$ cat config.mk
export PLATFORM = sky130hd
export DESIGN_NAME = instr_fetch_unit
export DESIGN_NICKNAME = d
export VERILOG_FILES = /design/src/rtl/cpu_pkg.sv /design/src/rtl/pc_reg.sv /design/src/rtl/instr_fetch_unit.sv
export SDC_FILE = /design/constraint.sdc
export NUM_CORES = 1
export LEC_CHECK = 0
export CAP_MARGIN = 10
export CORE_MARGIN = 5
export CORE_UTILIZATION = 42
export DETAILED_ROUTE_END_ITERATION = 6
export PLACE_DENSITY = 0.81
export SLEW_MARGIN = 20
export SYNTH_ARGS = -nofsm -noshare
export SYNTH_HDL_FRONTEND = slang
export SYNTH_SLANG_ARGS = --single-unit
$ cat constraint.sdc
create_clock -name clk -period 2.1 [get_ports clk]
set_input_delay 0.315 -clock clk [delete_from_list [all_inputs] [get_ports clk]]
set_output_delay 0.315 -clock clk [all_outputs]
set_load 0.1 [all_outputs]
$ cat src/rtl/cpu_pkg.sv
// cpu_pkg: constants and types shared by the fetch unit and the control_block decoder.
//   OPCODE_W      opcode field width
//   OP_NOP        opcode the decoder treats as "no write, no memory access"
//   TIMEOUT_LIMIT FETCH cycles without imem_ack before the optional timeout fires
//   ifu_state_e   fetch unit FSM states
package cpu_pkg;

    localparam int unsigned OPCODE_W = 4;
    localparam logic [OPCODE_W-1:0] OP_NOP = 4'hF;
    localparam int unsigned TIMEOUT_LIMIT = 15;

    typedef enum logic [1:0] {
        StRst,
        StFetch,
        StIssue
    } ifu_state_e;

endpackage

$ cat src/rtl/pc_reg.sv
// pc_reg: program counter with hold / increment / redirect select.
//   clk, rst_n  clock, asynchronous active-low reset (pc returns to RESET_PC)
//   advance     update pc this cycle; otherwise hold
//   redirect    when advancing, load target instead of pc+1
//   target      redirect address
//   pc          current program counter
// The increment wraps modulo 2^ADDR_W.
module pc_reg #(
    parameter int unsigned ADDR_W   = 8,
    parameter int unsigned RESET_PC = 0
) (
    input  logic              clk,
    input  logic              rst_n,
    input  logic              advance,
    input  logic              redirect,
    input  logic [ADDR_W-1:0] target,
    output logic [ADDR_W-1:0] pc
);

    logic [ADDR_W-1:0] pc_d, pc_q;

    always_comb begin
        pc_d = pc_q;
        if (advance) begin
            pc_d = redirect ? target : pc_q + ADDR_W'(1);
        end
    end

    always_ff @(posedge clk or negedge rst_n) begin
        if (!rst_n) begin
            pc_q <= ADDR_W'(RESET_PC);
        end else begin
            pc_q <= pc_d;
        end
    end

    assign pc = pc_q;

endmodule

$ cat src/rtl/instr_fetch_unit.sv
// instr_fetch_unit: fetches one instruction at a time and issues its opcode downstream.
//   clk, rst_n     clock, asynchronous active-low reset
//   imem_req       fetch request (registered), imem_addr = pc
//   imem_ack       memory response valid, only looked at in FETCH
//   imem_rdata     instruction word returned with imem_ack
//   stall          downstream not ready, holds the issued instruction
//   branch_taken   redirect request, taken with a non-stalled issue
//   branch_target  redirect address
//   pc             address of the held instruction
//   instr          instruction register
//   opcode         instr opcode field, OP_NOP when nothing valid is held
//   instr_valid    instr/opcode hold a real instruction
//   fetch_err      sticky fetch timeout flag
// Compile option: define IFU_TIMEOUT_EN to abandon a fetch after TIMEOUT_LIMIT cycles
// without imem_ack; the unit then issues a NOP and sets fetch_err. Without it fetch_err is 0.
module instr_fetch_unit
    import cpu_pkg::*;
#(
    parameter int unsigned ADDR_W   = 8,
    parameter int unsigned INSTR_W  = 16,
    parameter int unsigned RESET_PC = 0
) (
    input  logic               clk,
    input  logic               rst_n,
    output logic               imem_req,
    output logic [ADDR_W-1:0]  imem_addr,
    input  logic               imem_ack,
    input  logic [INSTR_W-1:0] imem_rdata,
    input  logic               stall,
    input  logic               branch_taken,
    input  logic [ADDR_W-1:0]  branch_target,
    output logic [ADDR_W-1:0]  pc,
    output logic [INSTR_W-1:0] instr,
    output logic [OPCODE_W-1:0] opcode,
    output logic               instr_valid,
    output logic               fetch_err
);

    ifu_state_e         state_q;
    logic               imem_req_q;
    logic               instr_valid_q;
    logic [INSTR_W-1:0] instr_q;
    logic               pc_advance;
    logic               timeout_hit;

    // The pc moves only on the issue handshake; stall wins over a pending redirect.
    assign pc_advance = (state_q == StIssue) && !stall;

    pc_reg #(
        .ADDR_W   (ADDR_W),
        .RESET_PC (RESET_PC)
    ) u_pc_reg (
        .clk      (clk),
        .rst_n    (rst_n),
        .advance  (pc_advance),
        .redirect (branch_taken),
        .target   (branch_target),
        .pc       (pc)
    );

`ifdef IFU_TIMEOUT_EN
    logic [3:0] tmo_cnt_q;
    logic       fetch_err_q;

    assign timeout_hit = (state_q == StFetch) && !imem_ack &&
                         (tmo_cnt_q == 4'(TIMEOUT_LIMIT - 1));

    // Counts FETCH cycles without ack; held at zero outside FETCH so each fetch starts fresh.
    always_ff @(posedge clk or negedge rst_n) begin
        if (!rst_n) begin
            tmo_cnt_q   <= 4'd0;
            fetch_err_q <= 1'b0;
        end else begin
            if (state_q != StFetch || imem_ack || timeout_hit) begin
                tmo_cnt_q <= 4'd0;
            end else begin
                tmo_cnt_q <= tmo_cnt_q + 4'd1;
            end
            if (timeout_hit) begin
                fetch_err_q <= 1'b1;
            end
        end
    end

    assign fetch_err = fetch_err_q;
`else
    assign timeout_hit = 1'b0;
    assign fetch_err   = 1'b0;
`endif

    always_ff @(posedge clk or negedge rst_n) begin
        if (!rst_n) begin
            state_q       <= StRst;
            imem_req_q    <= 1'b0;
            instr_valid_q <= 1'b0;
            instr_q       <= '0;
        end else begin
            case (state_q)
                StRst: begin
                    state_q    <= StFetch;
                    imem_req_q <= 1'b1;
                end
                StFetch: begin
                    if (imem_ack) begin
                        instr_q       <= imem_rdata;
                        imem_req_q    <= 1'b0;
                        instr_valid_q <= 1'b1;
                        state_q       <= StIssue;
                    end else if (timeout_hit) begin
                        // Abandoned fetch is issued as a NOP so the pipeline keeps moving.
                        instr_q       <= {OP_NOP, {(INSTR_W - OPCODE_W){1'b0}}};
                        imem_req_q    <= 1'b0;
                        instr_valid_q <= 1'b1;
                        state_q       <= StIssue;
                    end
                end
                StIssue: begin
                    if (!stall) begin
                        instr_valid_q <= 1'b0;
                        imem_req_q    <= 1'b1;
                        state_q       <= StFetch;
                    end
                end
                default: begin
                    state_q    <= StRst;
                    imem_req_q <= 1'b0;
                end
            endcase
        end
    end

    assign imem_req    = imem_req_q;
    assign imem_addr   = pc;
    assign instr       = instr_q;
    assign instr_valid = instr_valid_q;
    assign opcode      = instr_valid_q ? instr_q[INSTR_W-1 -: OPCODE_W] : OP_NOP;

endmodule

==> results.md <==
Finish:
- The area added between synthesis and finish is 44.38%.
- The share of layout cells above drive strength 1 is a little over a third.
- The number of flip-flops under the largest register name is 16.
- In the final design database the tool counted between 200 and 250 nets.
- 0 antenna diodes ended up in the layout.

Route:
- The number of vias after detailed routing is between 1,000 and 1,500.
- The via count normalized by instance count is 4.982.
- The final wirelength is 3135 um.
- The total DRC errors in the routed layout is 0.
- The remaining number of nets flagged by the antenna check after routing is 0.
- The per-cell routed wire length is 14.25 um.
- The iteration-0 DRC count of the detailed router is 50.
- The number of detailed-route iterations in the first pass is 5.

Synthesis:
- The dominant cell type by area after synthesis is sky130_fd_sc_hd__dfrtp_1.
- Counting flops and latches in the post-synthesis netlist gives 28.
- The post-synthesis cell type count is 28.
- Synthesis handed over a netlist of 116 instances.
- Counting flops with a built-in enable in the synthesized netlist gives 0.
- The mean cell area of the mapped netlist is about 12 um2.
- The cell area after technology mapping is 0.001336 mm2.
- Summing the areas of all xor and xnor instances in the mapped netlist gives 0% of the synthesized area.
- Among all flip-flop cells after synthesis, the most frequent one is sky130_fd_sc_hd__dfrtp_1.
- The Yosys step of the flow raised 0 warnings.
- The mux contribution to synthesized area is between 10 and 15%.
- The largest family of logic cells by synthesized area is multiplexers.
- The simple logic cell fraction of the synthesized area is 13.95%.
- The adder-cell share of the synthesized area is 0.9363%.
- After synthesis, the cell types taking the most area are sky130_fd_sc_hd__dfrtp_1 (52%), sky130_fd_sc_hd__mux2_2 (13%), sky130_fd_sc_hd__buf_4 (5.1%), sky130_fd_sc_hd__a21oi_1 (2.6%), sky130_fd_sc_hd__o22ai_1 (2.3%).
- Summing the areas of all compound-gate instances in the mapped netlist gives 10.21% of the synthesized area.
- The net count after synthesis is 146.
- After synthesis, the largest area contributor takes up 52.43% of total cell area.
- The async set-or-reset flop fraction in the synthesized netlist is 100.0%.
- The sequential fraction of the synthesis area is 52.43%.

Floorplan:
- The floorplan step defined a die boundary enclosing 0.004410 mm2.
- The die span in y is 66.41 um.
- The area of the core is roughly 0.0031 mm2.
- For this configuration, the core starts out at a cell density of 43.77%.
- The floorplan has 20 rows.
- The number of top-level design ports is 68.
- The die extent in x is 66.41 um.

Clocking:
- The TritonCTS clock tree is built.
- Clock-pin slew was measured on the worst setup and hold paths at 0.16 ns.
- The clock root buffer master is sky130_fd_sc_hd__clkbuf_4.
- The number of hold-repair buffers added at the cts stage is 0.
- The clock insertion delay at the later pin of the skew report is about 0.33 ns.
- The worst-case clock buffer depth is 2.
- For this design, the sink count on the clock tree is 28.
- The maximum level of the CTS H-tree is 1.
- The number of gates resized after CTS was 0.
- The number of buffers created by CTS is 3.
- After clock tree synthesis, the setup repair step added 0 buffers.

Hold path:
- The type of the worst min-delay path is input port to async pin.

Global route:
- The number of antenna violations at the first check in global routing is 0.
- The via count of the first global-routing pass is between 1,000 and 1,500.
- The first-pass GRT wire length is 5292 um.
- The total overflow left after global routing is 0.
- Entering global routing, the biggest net connects 29 pins.
- The global routing usage summed across all routing layers is 15.43%.

Status:
- The run finished with clean final reports.

Worst setup path:
- In this run the worst path has a maximum fanout of 6.
- For the worst setup path, the data required time is 1.78 ns.
- The arrival time at the worst endpoint is roughly 1.2 ns.
- The number of cells on the worst reg-to-reg path is 5.
- The worst setup path is launched from a flop.
- The critical path in this run is classified as flop to primary output.
- STA classifies the critical path endpoint as a primary output.

Job:
- Across the run, the number of max-cap violations was 0.

STA:
- The total negative slack is 0 ns.
- Setup slack closes at 0.6038 ns.
- The total count of max-transition violations in the final report came to 0.
- Setup violations remaining at the end of the flow were counted as 0.
- The maximum clock frequency is between 600 and 700 MHz.
- Setup repair after global routing left no endpoint under its margin.
- The minimum clock period is around 1.5 ns.
- The count of endpoints failing hold in the final timing report is 0.
- The post-route fraction of the period consumed by the critical path is 71.25%.
- The worst-case clock skew is 0.006176 ns.

Placed design:
- OpenSTA, run right after detailed placement, puts the worst setup slack at 0.4631 ns.
- The congestion estimate from routability-driven global placement came to 0.8069.
- The number of port buffers is 66.
- Summed over all nets, the half-perimeter wirelength after detailed placement is approximately 2400 um.
==> routing by layer <==
metal	global-route usage, %	share of wire (%)	vias to the layer above
met2	26.77	51	53
met5	0	0	-
met4	5.330	0.73	0
li1	-	-	520
met3	6.463	10	2
met1	16.72	39	521
==> cell families after synthesis <==
| logic type | count (synthesis) |
|---|---|
| compound gates | 23 |
| fa+ha+maj | 1 |
| buf+inv | 15 |
| flops | 28 |
| mux | 17 |
| other cells | 1 |
| simple gates | 31 |
==> cell usage after synthesis, types with 2 or more instances <==
cell type,instances
sky130_fd_sc_hd__buf_6,2
sky130_fd_sc_hd__a21oi_1,7
sky130_fd_sc_hd__dfrtp_1,28
sky130_fd_sc_hd__nand2_1,3
sky130_fd_sc_hd__mux2_2,16
sky130_fd_sc_hd__buf_4,9
sky130_fd_sc_hd__inv_1,3
sky130_fd_sc_hd__o21ai_0,6
sky130_fd_sc_hd__nor2_1,8
sky130_fd_sc_hd__o22ai_1,5
sky130_fd_sc_hd__and3_1,4
sky130_fd_sc_hd__nand3_1,6
sky130_fd_sc_hd__nand2b_1,4
==> layout by cell type, fill, tap and decap left out <==
| master | Yosys | routed |
|---|---|---|
| sky130_fd_sc_hd__nand3_1 | 6 | 6 |
| sky130_fd_sc_hd__nor3_1 | 1 | 1 |
| sky130_fd_sc_hd__nand2_1 | 3 | 3 |
| sky130_fd_sc_hd__a21o_1 | 1 | 1 |
| sky130_fd_sc_hd__and3_1 | 4 | 4 |
| sky130_fd_sc_hd__o2bb2ai_1 | 1 | 1 |
| sky130_fd_sc_hd__nor3b_4 | 1 | 1 |
| sky130_fd_sc_hd__and4_1 | 1 | 1 |
| sky130_fd_sc_hd__and2_1 | 1 | 1 |
| sky130_fd_sc_hd__mux2_2 | 16 | 16 |
| sky130_fd_sc_hd__o21ai_0 | 6 | 6 |
| sky130_fd_sc_hd__nand3b_4 | 1 | 1 |
| sky130_fd_sc_hd__nor2_1 | 8 | 8 |
| sky130_fd_sc_hd__bufinv_16 | 0 | 1 |
| sky130_fd_sc_hd__o32ai_1 | 1 | 1 |
| sky130_fd_sc_hd__clkbuf_4 | 0 | 3 |
| sky130_fd_sc_hd__dfrtp_1 | 28 | 28 |
| sky130_fd_sc_hd__conb_1 | 1 | 1 |
| sky130_fd_sc_hd__buf_4 | 9 | 40 |
| sky130_fd_sc_hd__ha_1 | 1 | 1 |
| sky130_fd_sc_hd__mux2i_1 | 1 | 1 |
| sky130_fd_sc_hd__a21oi_1 | 7 | 7 |
| sky130_fd_sc_hd__clkdlybuf4s50_1 | 0 | 28 |
| sky130_fd_sc_hd__a21boi_0 | 1 | 1 |
| sky130_fd_sc_hd__or2_2 | 1 | 1 |
| sky130_fd_sc_hd__o22ai_1 | 5 | 5 |
| sky130_fd_sc_hd__a211oi_1 | 1 | 1 |
| sky130_fd_sc_hd__inv_1 | 3 | 3 |
| sky130_fd_sc_hd__nand2b_1 | 4 | 4 |
==> path summary, 6_finish.rpt <==
kind | slack [ns] | from | end
setup / recovery | 0.60 | instr_valid$_DFFE_PN0P_ | opcode[1]
hold / removal | 0.34 | rst_n | u_pc_reg.pc[0]$_DFFE_PN0P_
setup reg to reg | 0.74 | state_q[0]$_DFFE_PN0P_ | u_pc_reg.pc[3]$_DFFE_PN0P_
hold reg to reg | 0.53 | instr[2]$_DFFE_PN0P_ | instr[2]$_DFFE_PN0P_
max in group asynchronous | 1.50 | rst_n | imem_req$_DFFE_PN0P_
min in group clk | 0.53 | instr[2]$_DFFE_PN0P_ | instr[2]$_DFFE_PN0P_
==> worst max-delay path, cell delays in order (launching register included) <==
cell                       delay, ns
sky130_fd_sc_hd__dfrtp_1        0.47
sky130_fd_sc_hd__nand2b_1       0.10
sky130_fd_sc_hd__buf_4          0.29
==> stage by stage <==
stage / utilization (%) / cell area (um2) / hold WS [ns] / instances
final: 63.20 / 1929 / 0.3382 / 220
after global routing: 63.20 / 1929 / 0.3510 / 220
after detailed placement: 61.48 / 1877 / 0.4955 / 216
after CTS: 63.20 / 1929 / 0.3467 / 220
after global placement: 61.48 / 1877 / 0.4903 / 216
after floorplan: - / 1336 / 0.01941 / 116
==> cell type report <==
type | instances | area [um2]
multi-input cells | 73 | 529.3
clock inverters | 1 | 30.03
fillers | 261 | 1124
well taps | 44 | 55.05
clock buffers | 3 | 22.52
flip-flops and latches | 28 | 700.7
repair buffers | 68 | 580.6
inverters | 3 | 11.26
Power is left out: the tool's default activity adds up to more than one toggle a clock period on the data nets, which glitch-free logic cannot reach.
